### src/rtl/floppy_dsk_arbiter_pkg.sv
// Shared definitions for the floppy disk-image fetch arbiter:
// FSM state encodings, channel indices, default widths and the fill byte.
package floppy_dsk_arbiter_pkg;

  typedef enum logic [1:0] {
    ST_IDLE  = 2'd0,
    ST_REQ   = 2'd1,
    ST_ACK   = 2'd2,
    ST_DRAIN = 2'd3
  } dsk_state_e;

  localparam logic CH_INT = 1'b0;
  localparam logic CH_EXT = 1'b1;

  localparam int DSK_AW_DEF = 22;
  localparam int MEM_AW_DEF = 24;

  // Byte returned to a drive when its fetch is abandoned.
  localparam logic [7:0] FILL_BYTE = 8'hFF;

  // Saturating increment for the 8-bit request timer.
  function automatic logic [7:0] sat_inc8(input logic [7:0] v);
    return (v == 8'hFF) ? v : v + 8'd1;
  endfunction

endpackage

### src/rtl/floppy_dsk_arbiter_dsk_rr_pick.sv
// dsk_rr_pick: two-way combinational grant between the internal and
// external drive channels.
// Configuration macro DSK_ROUND_ROBIN_EN: when defined, a tie goes to the
// channel that did not win last time; otherwise the internal drive always
// wins a tie.
module dsk_rr_pick
  import floppy_dsk_arbiter_pkg::*;
(
  input  logic [1:0] pending_i,
  input  logic       last_grant_i,
  output logic       grant_o,
  output logic       any_o
);

`ifndef DSK_ROUND_ROBIN_EN
  // Fixed priority keeps the last-grant history only for observability.
  logic unused_last_grant;
  assign unused_last_grant = last_grant_i;
`endif

  // Pick the single pending channel, or resolve a tie.
  always_comb begin
    any_o   = |pending_i;
    grant_o = CH_INT;
    if (pending_i == 2'b10) begin
      grant_o = CH_EXT;
    end else if (pending_i == 2'b11) begin
`ifdef DSK_ROUND_ROBIN_EN
      grant_o = ~last_grant_i;
`else
      grant_o = CH_INT;
`endif
    end
  end

endmodule

### src/rtl/floppy_dsk_arbiter.sv
// floppy_dsk_arbiter: shares one disk-image memory read port between the
// internal and external floppy byte fetchers. A change of a drive's read
// address requests a byte; the byte is fetched over a level req/ack
// handshake and returned on dskReadData with a one-cycle per-drive ack.
// Configuration macro DSK_ROUND_ROBIN_EN selects alternating tie-break
// (resolved inside dsk_rr_pick); undefined gives fixed internal priority.
module floppy_dsk_arbiter
  import floppy_dsk_arbiter_pkg::*;
#(
  parameter int                 DSK_AW   = DSK_AW_DEF,
  parameter int                 MEM_AW   = MEM_AW_DEF,
  parameter logic [MEM_AW-1:0]  INT_BASE = 24'h000000,
  parameter logic [MEM_AW-1:0]  EXT_BASE = 24'h400000,
  parameter int unsigned        TIMEOUT  = 255
) (
  input  logic              clk,
  input  logic              _reset,
  input  logic              cen,
  input  logic [1:0]        chanEnable,
  input  logic [DSK_AW-1:0] dskReadAddrInt,
  input  logic [DSK_AW-1:0] dskReadAddrExt,
  output logic              dskReadAckInt,
  output logic              dskReadAckExt,
  output logic [7:0]        dskReadData,
  output logic              memReq,
  output logic [MEM_AW-1:0] memAddr,
  input  logic              memAck,
  input  logic [7:0]        memData,
  output logic              timeoutErr
);

  localparam logic [7:0] TMO_LIM = 8'(TIMEOUT);

  dsk_state_e        state_q, state_d;
  logic [1:0]        valid_q, valid_d;
  logic [DSK_AW-1:0] last_addr_q [2];
  logic [DSK_AW-1:0] last_addr_d [2];
  logic              last_grant_q, last_grant_d;
  logic              chan_q, chan_d;
  logic              req_q, req_d;
  logic [MEM_AW-1:0] addr_q, addr_d;
  logic [1:0]        ack_q, ack_d;
  logic [7:0]        data_q, data_d;
  logic              tmo_q, tmo_d;
  logic [7:0]        timer_q, timer_d;

  logic [DSK_AW-1:0] addr_c [2];
  logic [1:0]        pending;
  logic              grant;
  logic              any_pending;
  logic [7:0]        timer_inc;

  assign addr_c[0] = dskReadAddrInt;
  assign addr_c[1] = dskReadAddrExt;

  // A channel wants a byte when enabled and its address is new or unfetched.
  always_comb begin
    for (int c = 0; c < 2; c++) begin
      pending[c] = chanEnable[c] & (~valid_q[c] | (addr_c[c] != last_addr_q[c]));
    end
  end

  dsk_rr_pick u_pick (
    .pending_i    (pending),
    .last_grant_i (last_grant_q),
    .grant_o      (grant),
    .any_o        (any_pending)
  );

  assign timer_inc = sat_inc8(timer_q);

  // Next-state logic for the fetch FSM and all per-channel bookkeeping.
  always_comb begin
    state_d      = state_q;
    valid_d      = valid_q;
    last_addr_d  = last_addr_q;
    last_grant_d = last_grant_q;
    chan_d       = chan_q;
    req_d        = req_q;
    addr_d       = addr_q;
    ack_d        = ack_q;
    data_d       = data_q;
    tmo_d        = tmo_q;
    timer_d      = timer_q;
    if (cen) begin
      unique case (state_q)
        ST_IDLE: begin
          if (any_pending) begin
            chan_d              = grant;
            last_grant_d        = grant;
            last_addr_d[grant]  = addr_c[grant];
            addr_d              = (grant ? EXT_BASE : INT_BASE) + MEM_AW'(addr_c[grant]);
            req_d               = 1'b1;
            timer_d             = 8'd0;
            state_d             = ST_REQ;
          end
        end
        ST_REQ: begin
          if (memAck) begin
            data_d          = memData;
            ack_d[chan_q]   = chanEnable[chan_q];
            valid_d[chan_q] = 1'b1;
            req_d           = 1'b0;
            state_d         = ST_ACK;
          end else if (timer_inc == TMO_LIM) begin
            // Memory never answered: hand back the fill byte and flag it.
            data_d          = FILL_BYTE;
            ack_d[chan_q]   = chanEnable[chan_q];
            valid_d[chan_q] = 1'b1;
            tmo_d           = 1'b1;
            req_d           = 1'b0;
            timer_d         = timer_inc;
            state_d         = ST_ACK;
          end else begin
            timer_d = timer_inc;
          end
        end
        ST_ACK: begin
          ack_d   = 2'b00;
          tmo_d   = 1'b0;
          state_d = memAck ? ST_DRAIN : ST_IDLE;
        end
        ST_DRAIN: begin
          // Wait out a late or still-held ack before the next request.
          if (!memAck) state_d = ST_IDLE;
        end
        default: state_d = ST_IDLE;
      endcase
      // Disabling a drive forgets what it had, including an in-flight result.
      valid_d = valid_d & chanEnable;
    end
  end

  // State registers; an async reset abandons any request immediately.
  always_ff @(posedge clk or negedge _reset) begin
    if (!_reset) begin
      state_q        <= ST_IDLE;
      valid_q        <= 2'b00;
      last_addr_q[0] <= '0;
      last_addr_q[1] <= '0;
      last_grant_q   <= CH_EXT;
      chan_q         <= CH_INT;
      req_q          <= 1'b0;
      addr_q         <= '0;
      ack_q          <= 2'b00;
      data_q         <= 8'h00;
      tmo_q          <= 1'b0;
      timer_q        <= 8'd0;
    end else begin
      state_q        <= state_d;
      valid_q        <= valid_d;
      last_addr_q    <= last_addr_d;
      last_grant_q   <= last_grant_d;
      chan_q         <= chan_d;
      req_q          <= req_d;
      addr_q         <= addr_d;
      ack_q          <= ack_d;
      data_q         <= data_d;
      tmo_q          <= tmo_d;
      timer_q        <= timer_d;
    end
  end

  assign dskReadAckInt = ack_q[CH_INT];
  assign dskReadAckExt = ack_q[CH_EXT];
  assign dskReadData   = data_q;
  assign memReq        = req_q;
  assign memAddr       = addr_q;
  assign timeoutErr    = tmo_q;

endmodule

### config.mk
export PLATFORM = sky130hd
export DESIGN_NAME = floppy_dsk_arbiter
export DESIGN_NICKNAME = d
export VERILOG_FILES = /design/src/rtl/floppy_dsk_arbiter_pkg.sv /design/src/rtl/floppy_dsk_arbiter_dsk_rr_pick.sv /design/src/rtl/floppy_dsk_arbiter.sv
export SDC_FILE = /design/constraint.sdc
export NUM_CORES = 1
export LEC_CHECK = 0
export BUFFER_PORTS_ARGS = -buffer_cell sky130_fd_sc_hd__buf_2
export CORE_MARGIN = 1.5
export CORE_UTILIZATION = 45
export CTS_BUF_LIST = sky130_fd_sc_hd__clkbuf_2
export CTS_CLUSTER_SIZE = 24
export DETAILED_ROUTE_END_ITERATION = 8
export PLACE_DENSITY = 0.72
export SLEW_MARGIN = 10
export SYNTH_ARGS = -nofsm -noshare
export SYNTH_HDL_FRONTEND = slang
export SYNTH_SLANG_ARGS = --single-unit
### constraint.sdc
create_clock -name clk -period 3.4 [get_ports clk]
set_clock_uncertainty 0.2 [all_clocks]
set_input_delay 0.68 -clock clk [delete_from_list [all_inputs] [get_ports clk]]
set_output_delay 0.68 -clock clk [all_outputs]
set_load 0.02 [all_outputs]
==> flow_summary.ini <==
[grt]
grt_max_degree = 53
antenna_found_initial = 0
grt_pass1_wl_microns = 17200
overflow = 0
grt_pass1_vias = 3421
track_usage_pct = 21.6

[synth]
synth-main-ff-cell = dfrtp_1
seq_area_frac_synth_pct = 50.7
synth.cell_area_sq_um = 4490
async_reset_ff_share_pct = 100
synth.avg_cell_area_sq_um = 10.5
synth_xor_area_share_pct = 8.58
synth-edff-count = 0
synth_cells = 427
yosys_register_bits = 91
synth_compound_area_share_pct = 17.6
muxShareOfSynthArea_pct = 7.52
ys_warn_count = 0
synth_top_family_by_area = compound AO/OA/AOI/OAI gates
synth-simple-area-share_pct = 9.11
syn-num-nets = 490
synth.distinct_cells = 49
synth-adder-area-share_pct = 1.39

[setup_path]
cp.required_ps = 3690
crit_type = reg2reg
crit_arrival_ps = 3510
cp_slowest_cell = dfrtp_1
critPathMaxStageDelay_ps = 490
crit_chain = ha_1 > nand3_1 > nor3_1 > mux2_2 > o31a_1 > a21o_1 > nand2b_1 > a21oi_1
critPathTopFamily = simple AND/OR/NAND/NOR gates
cp_num_buf_inv = 0
cp_max_fo = 8
setup.worst_path.end_class = flip-flop
crit_path_start_kind = flip-flop

[detailed_routing]
post_drt_wl_per_cell_microns = 16.3
vias = 3564
drt-initial-drc-count = 164
antenna_left = 0
dr.pass1.iters = 4
route.detailed.vias_per_inst = 5.42
wl_microns = 10800
drc_errors = 0

[pwr]
p_per_area_nw_per_um2 = 810
power_leakage_nw = 2.43
power_mw = 4.21
peakVddDrop_mv = 0.424

[cts]
cts_buffers = 9
cts.sinks = 91
cts.clk_slew.worst_paths_ps = 230
postCtsSetupRepairBufs = 0
clkLatencyLatePin_ps = 560
clk_path_buf_depth = 2
cts_resized = 0
h-tree-depth = 3
clock_tree.root_cell = clkbuf_2
cts_tree = done
cts_hold_buf = 1

[sta]
relSlewSlack_pct = 57.2
worst_pin_slew_ps = 642
hold_viol = 0
rsz0062_at_grt = no
setup_viol = 0
fin_ws_ps = 188
slew_violations = 0
setup_tns_ps = 0
timing.fmax_mhz = 311
fin_crit_sh_pct = 94.5
period_needed_ps = 3210

[finish]
fin_nets = 583
area_growth_pct = 15.8
postLayoutCellArea_sq_um = 5200
layout_common_cells = 91 x dfrtp_1, 91 x buf_2, 37 x nand2_1
diodes = 0
layout-drive-gt1-share_pct = 28.6
fill_cells = 901

[outcome]
outcome = finished, final reports clean

[floorplan]
initial_utilization_pct = 46.2
num_io_pins = 94
fp.dieArea_sq_um = 10600
core_area_sq_um = 9730
die_x_microns = 103
rows = 36
die_h_microns = 103

[placed_design]
dpl.hpwl_microns = 8060
dp_slack_ps = 117
portBuffers = 92
gp_congestion = 0.850
placed_area_sq_um = 5080

[run]
maxCapViolations = 0

[min_path]
hold_path_class = in2reg
## worst paths after layout
path	start	end	slack, ps	cells past startpoint
setup reg to reg	timer_q[0]	state_q[0]	190	8
hold / removal	memData[0]	dskReadData[0]	120	2
setup / recovery	timer_q[0]	state_q[0]	190	8
hold reg to reg	dskReadData[4]	dskReadData[4]	330	1
max in group asynchronous	_reset	timer_q[4]	1790	3
min in group asynchronous	_reset	last_addr_q[7]	460	2
## cell type report
type	count	area, sq um	area share [%]
sequential	91	2280	43.8
multi-input combinational	284	1990	38.2
timing repair buffer	102	541	10.4
tap	133	166	3.20
inverter	32	120	2.31
clock buffer	11	55.1	1.06
clock inverter	5	53.8	1.03
## flip-flops by register name, indices dropped and copies added, names as in the netlist
name and count:
ack_q 2, memAddr 23, dskReadData 8, timer_q 8
timeoutErr 1, valid_q 2, state_q 2, last_addr_q 44
memReq 1
## per-layer routing
layer	GRT usage, %	vias up	part of all wire, %
li1	-	1692	-
met1	29.8	1731	47
met2	33.5	124	46
met3	4.68	17	4.8
met4	8.00	0	2.2
met5	0	-	0
## per-stage QoR
| stage | util [%] | hold WS, ps | instances |
|---|---|---|---|
| floorplan | - | 184 | 427 |
| global placement | 52.3 | 279 | 641 |
| detailed placement | 52.3 | 281 | 641 |
| CTS | 53.5 | 83.8 | 658 |
| global route | 53.5 | 65.2 | 658 |
| finish | 53.5 | 120 | 658 |
## Yosys cell counts, types with 2 or more instances
| cell | instances | area (sq um) |
|---|---|---|
| dfrtp_1 | 91 | 2280 |
| nand2_1 | 37 | 139 |
| a21oi_1 | 32 | 160 |
| inv_1 | 32 | 120 |
| o21ai_0 | 31 | 155 |
| o22ai_1 | 24 | 150 |
| xnor2_1 | 24 | 210 |
| xor2_1 | 20 | 175 |
| mux2_4 | 18 | 270 |
| nor2_1 | 13 | 48.8 |
| clkbuf_1 | 10 | 37.5 |
| nand3_1 | 8 | 40.0 |
| nand4_1 | 8 | 50.1 |
| o22a_1 | 7 | 61.3 |
| a31oi_1 | 6 | 37.5 |
| mux2_2 | 6 | 67.6 |
| buf_2 | 5 | 25.0 |
| ha_1 | 5 | 62.6 |
| nor4_1 | 5 | 31.3 |
| a22o_1 | 3 | 26.3 |
| a31o_2 | 3 | 26.3 |
| nor3_1 | 3 | 15.0 |
| a21bo_2 | 2 | 20.0 |
| a41oi_1 | 2 | 17.5 |
| and3_1 | 2 | 12.5 |
| buf_4 | 2 | 15.0 |
| buf_6 | 2 | 22.5 |
| nand2b_1 | 2 | 12.5 |
| nand3b_1 | 2 | 15.0 |
| o2bb2ai_1 | 2 | 17.5 |
| o41ai_1 | 2 | 17.5 |
## worst register-to-register path: cells and delay by family, from the launching register on
kind,cells,cell delay (ps)
fa+ha+maj,1,360
mux,1,410
flops,1,490
simple gates,3,910
compound gates,3,800
## power by group
group          total (mW)  switching (mW)  internal [mW]
logic                1.78           0.975          0.802
clock network       0.537           0.366          0.171
registers            1.90           0.348           1.55
## cell families after synthesis
logic type                 after synthesis
DFF                                     91
muxes                                   24
xor gates and xnor gates                44
and+or+nand+nor                         85
AOI/OAI and AO/OA                      125
buffers and inverters                   52
adders and majority gates                5
other                                    1
(Power assumes the default switching activity.)
